--- src/rtl/pll_rst_pkg.sv ---
// Shared types for the PLL reset supervisor: FSM state encoding and a small
// constant helper used for elaboration-time sizing checks.
package pll_rst_pkg;

    localparam int STATE_W = 2;

    typedef enum logic [STATE_W-1:0] {
        ST_PLL_RST   = 2'd0,
        ST_WAIT_LOCK = 2'd1,
        ST_STABLE    = 2'd2,
        ST_RUN       = 2'd3
    } pll_state_e;

    function automatic int max3(input int a, input int b, input int c);
        int m;
        m = (a > b) ? a : b;
        return (m > c) ? m : c;
    endfunction

endpackage

--- src/rtl/sync_2ff.sv ---
// Single-bit two-flop synchroniser, asynchronously cleared to 0.
module sync_2ff (
    input  logic clk,
    input  logic rst_n,
    input  logic i_d,
    output logic o_q
);

    logic r_meta;
    logic r_sync;

    always_ff @(posedge clk or negedge rst_n) begin
        if (!rst_n) begin
            r_meta <= 1'b0;
            r_sync <= 1'b0;
        end else begin
            r_meta <= i_d;
            r_sync <= r_meta;
        end
    end

    assign o_q = r_sync;

endmodule

--- src/rtl/pll_reset_ctrl.sv ---
// PLL supervisor: pulses PLL RESET, qualifies the synchronised LOCK for a
// stable window, retries on lock timeout and drives one system reset.
module pll_reset_ctrl
    import pll_rst_pkg::*;
#(
    parameter int PLL_RST_CYCLES = 16,
    parameter int STABLE_CYCLES  = 1024,
    parameter int LOCK_TIMEOUT   = 65536,
    parameter int CNT_W          = 17,
    parameter int RETRY_W        = 4
) (
    input  logic               clk,
    input  logic               resetn,
    input  logic               pll_lock,
    output logic               pll_reset,
    output logic               sys_resetn,
    output logic               locked,
    output logic [RETRY_W-1:0] retry_cnt,
    output logic [STATE_W-1:0] state_dbg
);

    localparam int MAX_CNT = max3(PLL_RST_CYCLES, STABLE_CYCLES, LOCK_TIMEOUT);
    localparam logic [CNT_W-1:0] PRST_LAST   = CNT_W'(PLL_RST_CYCLES - 1);
    localparam logic [CNT_W-1:0] STABLE_LAST = CNT_W'(STABLE_CYCLES - 1);
    localparam logic [CNT_W-1:0] TIMEOUT_LAST = CNT_W'(LOCK_TIMEOUT - 1);

    if (PLL_RST_CYCLES < 2 || STABLE_CYCLES < 2 || LOCK_TIMEOUT < 2) begin : g_bad_cycles
        $error("pll_reset_ctrl: cycle parameters must all be >= 2");
    end
    if ($clog2(MAX_CNT) > CNT_W) begin : g_bad_cnt_w
        $error("pll_reset_ctrl: CNT_W too small for the largest cycle count");
    end

    logic               w_lock_s;
    pll_state_e         r_state;
    pll_state_e         w_state_nxt;
    logic [CNT_W-1:0]   r_cnt;
    logic [CNT_W-1:0]   w_cnt_nxt;
    logic [RETRY_W-1:0] r_retry;
    logic [RETRY_W-1:0] w_retry_nxt;
    logic               r_pll_reset;
    logic               r_sys_resetn;
    logic               r_locked;

    sync_2ff u_lock_sync (
        .clk   (clk),
        .rst_n (resetn),
        .i_d   (pll_lock),
        .o_q   (w_lock_s)
    );

    always_ff @(posedge clk or negedge resetn) begin
        if (!resetn) begin
            r_state <= ST_PLL_RST;
            r_cnt   <= '0;
            r_retry <= '0;
        end else begin
            r_state <= w_state_nxt;
            r_cnt   <= w_cnt_nxt;
            r_retry <= w_retry_nxt;
        end
    end

    always_comb begin
        w_state_nxt = r_state;
        w_cnt_nxt   = r_cnt;
        w_retry_nxt = r_retry;
        case (r_state)
            ST_PLL_RST: begin
                if (r_cnt == PRST_LAST) begin
                    w_state_nxt = ST_WAIT_LOCK;
                    w_cnt_nxt   = '0;
                end else begin
                    w_cnt_nxt = r_cnt + CNT_W'(1);
                end
            end
            // A lock arriving on the timeout cycle is taken rather than retried.
            ST_WAIT_LOCK: begin
                if (w_lock_s) begin
                    w_state_nxt = ST_STABLE;
                    w_cnt_nxt   = '0;
                end else if (r_cnt == TIMEOUT_LAST) begin
                    w_state_nxt = ST_PLL_RST;
                    w_cnt_nxt   = '0;
                    if (r_retry != '1) begin
                        w_retry_nxt = r_retry + RETRY_W'(1);
                    end
                end else begin
                    w_cnt_nxt = r_cnt + CNT_W'(1);
                end
            end
            ST_STABLE: begin
                if (!w_lock_s) begin
                    w_state_nxt = ST_WAIT_LOCK;
                    w_cnt_nxt   = '0;
                end else if (r_cnt == STABLE_LAST) begin
                    w_state_nxt = ST_RUN;
                    w_cnt_nxt   = '0;
                end else begin
                    w_cnt_nxt = r_cnt + CNT_W'(1);
                end
            end
            // Lock loss in RUN gives the PLL a full timeout window before any reset.
            ST_RUN: begin
                w_cnt_nxt = '0;
                if (!w_lock_s) begin
                    w_state_nxt = ST_WAIT_LOCK;
                end
            end
            default: begin
                w_state_nxt = ST_PLL_RST;
                w_cnt_nxt   = '0;
            end
        endcase
    end

    // Outputs are registered from the next state so they change on the same
    // edge as the state itself.
    always_ff @(posedge clk or negedge resetn) begin
        if (!resetn) begin
            r_pll_reset  <= 1'b1;
            r_sys_resetn <= 1'b0;
            r_locked     <= 1'b0;
        end else begin
            r_pll_reset  <= (w_state_nxt == ST_PLL_RST);
            r_sys_resetn <= (w_state_nxt == ST_RUN);
            r_locked     <= (w_state_nxt == ST_RUN);
        end
    end

    assign pll_reset  = r_pll_reset;
    assign sys_resetn = r_sys_resetn;
    assign locked     = r_locked;
    assign retry_cnt  = r_retry;
    assign state_dbg  = r_state;

endmodule
--- config.mk ---
export PLATFORM = sky130hd
export DESIGN_NAME = pll_reset_ctrl
export DESIGN_NICKNAME = d
export VERILOG_FILES = /design/src/rtl/pll_rst_pkg.sv /design/src/rtl/sync_2ff.sv /design/src/rtl/pll_reset_ctrl.sv
export SDC_FILE = /design/constraint.sdc
export NUM_CORES = 1
export LEC_CHECK = 0
export ABC_AREA = 0
export CAP_MARGIN = 20
export CORE_ASPECT_RATIO = 1.4
export CORE_UTILIZATION = 40
export DETAILED_ROUTE_END_ITERATION = 12
export MAX_ROUTING_LAYER = met4
export PLACE_DENSITY = 0.65
export SYNTH_ARGS = -nofsm -noshare
export SYNTH_HDL_FRONTEND = slang
export SYNTH_HIERARCHICAL = 1
export SYNTH_SLANG_ARGS = --single-unit
--- constraint.sdc ---
create_clock -name clk -period 5.5 [get_ports clk]
set_input_delay 1.1 -clock clk [delete_from_list [all_inputs] [get_ports clk]]
set_output_delay 1.1 -clock clk [all_outputs]
set_load 0.03 [all_outputs]
# After elaboration in Yosys (flattened, before gate mapping)

Index checks and enable logic that the tools add are counted.

Bits in registers: 27
Input bits: 3
Logic and storage cells: 34

$add $sub $neg: 2
Equal/unequal tests: 8
Mux-type cells: 13
Bitwise operators: 1
Reductions and logical operators: 3

Operators by type and width:

| kind                    | number |
|---|---|
| $mux W17                | 5 |
| $pmux W17 S4            | 1 |
| $add A17 B1 Y17 const B | 1 |
| $eq A17 B10 Y1 const B  | 1 |
| $eq A17 B16 Y1 const B  | 1 |
| $eq A17 B4 Y1 const B   | 1 |
| $mux W2                 | 6 |
| $pmux W2 S4             | 1 |
| $eq A2 B2 Y1 const B    | 3 |
| $add A4 B1 Y4 const B   | 1 |
| $logic_not A2 Y1        | 2 |
| $ne A4 B4 Y1 const B    | 1 |
| $reduce_and A4 Y1       | 1 |
| $eq A2 B1 Y1 const B    | 1 |
| $not A1 Y1              | 1 |

# Depth between registers and ports, before layout

Depth after elaboration: 5
Gate-level depth with buffers: 11

# Hierarchy

Netlist, hierarchy kept.

Modules (own cells, without submodules):

| module         | times used | cells each | area each (um^2) | sequential area each (um^2) |
|---|---|---|---|---|
| pll_reset_ctrl | 1          | 132        | 1300.0           | 626.9 |
| sync_2ff       | 1          | 2          | 50.0             | 50.0 |

# Least setup slack after synthesis

No wires, ideal clock.

Path kind: register -> register
Start point: register r_cnt[0]
End point: register r_retry[1], in the netlist retry_cnt[1]
Library setup time: 0.125 ns
Arrival time: 2.042 ns
Data required time: 5.375 ns
Slack: 3.334 ns
Stages on the path, launching flop included: 10
Path buffers: 0
Period minus slack after synthesis: 2.166 ns
Cells stage by stage: dfrtp_1 ha_1 nand4_1 nor3_1 nand3_1 inv_1 ha_1 nand4bb_1 a31oi_1 mux2_2

Cells in the longest elaborated chain, start to end: 2

RTL lines:

| element                     | RTL line             | source |
|---|---|---|
| start: declaration          | pll_reset_ctrl.sv:37 | `logic [CNT_W-1:0] r_cnt;` |
| start signal: assignment    | pll_reset_ctrl.sv:59 | `r_cnt <= w_cnt_nxt;` |
| $eq A17 B16 Y1              | pll_reset_ctrl.sv:82 | `end else if (r_cnt == TIMEOUT_LAST) begin` |
| $reduce_and A4 Y1 (no line) | -                    |  |
| end signal: assignment      | pll_reset_ctrl.sv:60 | `r_retry <= w_retry_nxt;` |
| end: declaration            | pll_reset_ctrl.sv:39 | `logic [RETRY_W-1:0] r_retry;` |

No other way between the ends.
A chain may end at the register's enable or synchronous reset.

# Final worst setup path

Start point: register r_state[0], in the netlist state_dbg[0]
End point: output port state_dbg[0]

RTL lines:

| element                  | RTL line             | source |
|---|---|---|
| start: declaration       | pll_reset_ctrl.sv:35 | `pll_state_e r_state;` |
| start signal: assignment | pll_reset_ctrl.sv:58 | `r_state <= w_state_nxt;` |
| end: declaration         | pll_reset_ctrl.sv:19 | `output logic [STATE_W-1:0] state_dbg` |

No word-level cell between the ends.

==> flow_summary.ini <==
[timing]
fin_hold_ws_ns = 0.361
fin_crit_ns = 2.68
rsz0062_at_grt = no
fmax_mhz = 373
setup_viol = 0
worst_pin_slew_ns = 0.718
fin_skew_ns = 0.00225
fin_tns_setup_ns = 0
fin_crit_sh_pct = 48.8
relSlewSlack_pct = 52.1
hold_viol = 0
fin_ws_ns = 2.82
maxSlewViolCount = 0

[layout]
nets = 154
n_antenna_cell = 0
instances_no_fill = 185
regArea_um2 = 677
layout-drive-gt1-share_pct = 8.90
areaGrowthSynthToFinish_pct = 14.4
final_core_util_pct = 49.0
multi_input_area_um2 = 622
fillers = 304
fin_area_um2 = 1540

[cts]
insertion_delay_ns = 0.27
path_clk_slew_ns = 0.09
postCtsHoldBufs = 0
cts-root-buf = clkbuf_8
cts_setup_buffers = 0
cts.repair.resized = 0
cts_max_level = 1
clock_sinks = 27
cts_tree = yes
cts_buffer_depth = 2
cts_buffers = 3

[power]
vdd_drop_max_uv = 153
power_leakage_nw = 0.645
clkPwrFrac_pct = 25.3
p_per_area_nw_per_um2 = 290
seqPwrFrac_pct = 54.2
switching_power_mw = 0.140
p_comb_share_pct = 20.5
p_total_mw = 0.448
p_int_mw = 0.309
switching_share_pct = 31.1

[floorplanning]
rows = 24
die_x_um = 51.1
die-area_um2 = 3610
pin_count = 12
dieHeight_um = 70.7
fp.coreArea_um2 = 3150
start_util_pct = 42.8

[placed_design]
post-place-ws_ns = 3.05
finalWeightedCongestion = 0.818
dp.cells = 180
post-dp-hpwl_um = 1780
place_area_um2 = 1490
numPortBuffers = 11

[detailed_routing]
vias = 1002
wire_per_inst_um = 13.8
drc = 0
routed_wl_um = 2550
ant_nets = 0
vias_per_cell = 5.42
drtPass1Iterations = 4
drt_iter0_markers = 44

[critical_path]
cp_cell_sequence = clkdlybuf4s50_1
crit_type = reg2out
crit_fanout = 12
cp_slowest_cell = clkdlybuf4s50_1
critPathBufInv = 1
critPathArrivalTime_ns = 1.58
crit_family = buffers and inverters
max_stage_delay_ns = 0.74
worstSetupEndpointType = primary output
critical_path_required_ns = 4.40
cp-start-kind = register

[grt]
antenna_found_initial = 0
grt_overflow = 0
grt_first_pass_wirelength_um = 4240
grt_max_degree = 28
grt_pass1_vias = 947
track_usage_pct = 15.8

[logic_synthesis]
yosys_warnings = 6
avgSynthCellArea_um2 = 10.1
syn_nets = 141
seq_area_frac_synth_pct = 50.1
syn-instance-count = 134
ys_types = 31
ys_ff_latch = 27
synth_area_um2 = 1350

[run]
maxCapViolations = 0

[status]
status = finished clean

[worst_hold_path]
hold_class = reg2reg
[synthesized netlist by cell type (all sizes together)]
library cell	instances	area, um^2
xnor2	11	96.3
buf	3	17.5
or3	3	18.8
mux2	1	11.3
nor2	9	33.8
a22oi	2	15.0
a21oi	15	75.1
or4	1	11.3
a21boi	1	7.51
nand4bb	1	11.3
xor2	4	35.0
o21ai	5	28.8
a31oi	1	6.26
nand4	5	46.3
o21a	1	7.51
inv	7	26.3
nor4	4	25.0
dfstp	1	26.3
o31a	1	8.76
or2	2	12.5
clkbuf	2	7.51
dfrtp	26	651
nor3	7	35.0
nand3	8	40.0
o31ai	2	20.0
ha	4	50.1
nand2	7	26.3
[worst paths after layout]
path	start	end	slack, ns	cells past startpoint
max in group asynchronous	resetn	pll_reset$_DFF_PN1_	4.01	2
max reg2reg	r_cnt[0]$_DFF_PN0_	r_cnt[15]$_DFF_PN0_	3.06	11
min reg2reg	u_lock_sync/r_meta$_DFF_PN0_	u_lock_sync/o_q$_DFF_PN0_	0.36	0
min in group asynchronous	resetn	r_cnt[8]$_DFF_PN0_	1.18	2
max	state_dbg[0]$_DFF_PN0_	state_dbg[0]	2.82	1
min	u_lock_sync/r_meta$_DFF_PN0_	u_lock_sync/o_q$_DFF_PN0_	0.36	0
[layer usage]
metal | wire [um] | up-vias | share of wire, % | GRT usage, %
met5 | 0 | - | 0 | -
met4 | 42 | 0 | 1.7 | 5.56
met3 | 53 | 5 | 2.1 | 1.94
met2 | 1320 | 19 | 52 | 26.5
met1 | 1130 | 479 | 44 | 19.2
li1 | - | 499 | - | -
[registers in the layout, indices dropped and copies added (netlist names)]
name                count
locked                  1
pll_reset               1
r_cnt                  17
retry_cnt               4
state_dbg               2
u_lock_sync/o_q         1
u_lock_sync/r_meta      1
[power groups by stage]
stage	registers [mW]	clock network (mW)	logic, mW
after CTS	0.243	0.115	0.0909
after global placement	0.246	0	0.0888
after floorplan	0.251	0	0.0548
final	0.243	0.113	0.0920
after global routing	0.246	0.123	0.102
after detailed placement	0.247	0	0.0907
[area by class of cell]
class,instances,share of cell area [%]
Timing Repair Buffer,13,8.10
Multi-Input combinational cell,95,40.3
Sequential cell,27,43.8
Clock buffer,4,2.92
Tap cell,39,3.16
Inverter,7,1.70
[cell usage in the layout (no fill, tap or decap), drive strengths merged]
cell type | netlist | routed
buf | 3 | 2
nand3 | 8 | 8
nor2 | 9 | 9
or2 | 2 | 2
a21oi | 15 | 15
o21ai | 5 | 5
nand2 | 7 | 7
nor3 | 7 | 7
xor2 | 4 | 4
inv | 7 | 7
nor4 | 4 | 4
o21a | 1 | 1
a22oi | 2 | 2
nand4 | 5 | 5
or3 | 3 | 3
nand4bb | 1 | 1
clkdlybuf4s50 | 0 | 11
a31oi | 1 | 1
a21boi | 1 | 1
dfrtp | 26 | 26
dfstp | 1 | 1
xnor2 | 11 | 11
ha | 4 | 4
mux2 | 1 | 1
clkbuf | 2 | 4
o31ai | 2 | 2
o31a | 1 | 1
or4 | 1 | 1
[kinds of logic (layout without fill, tap and decap cells)]
logic type | Yosys count | count (layout) | synth area share (%)
and+or+nand+nor | 47 | 47 | 19.3
xor gates and xnor gates | 15 | 15 | 9.73
muxes | 1 | 1 | 0.834
AOI/OAI and AO/OA | 28 | 28 | 12.5
adders and majority gates | 4 | 4 | 3.71
DFF | 27 | 27 | 50.1
buffers and inverters | 12 | 24 | 3.80
Power figures use the tool's default switching activity.
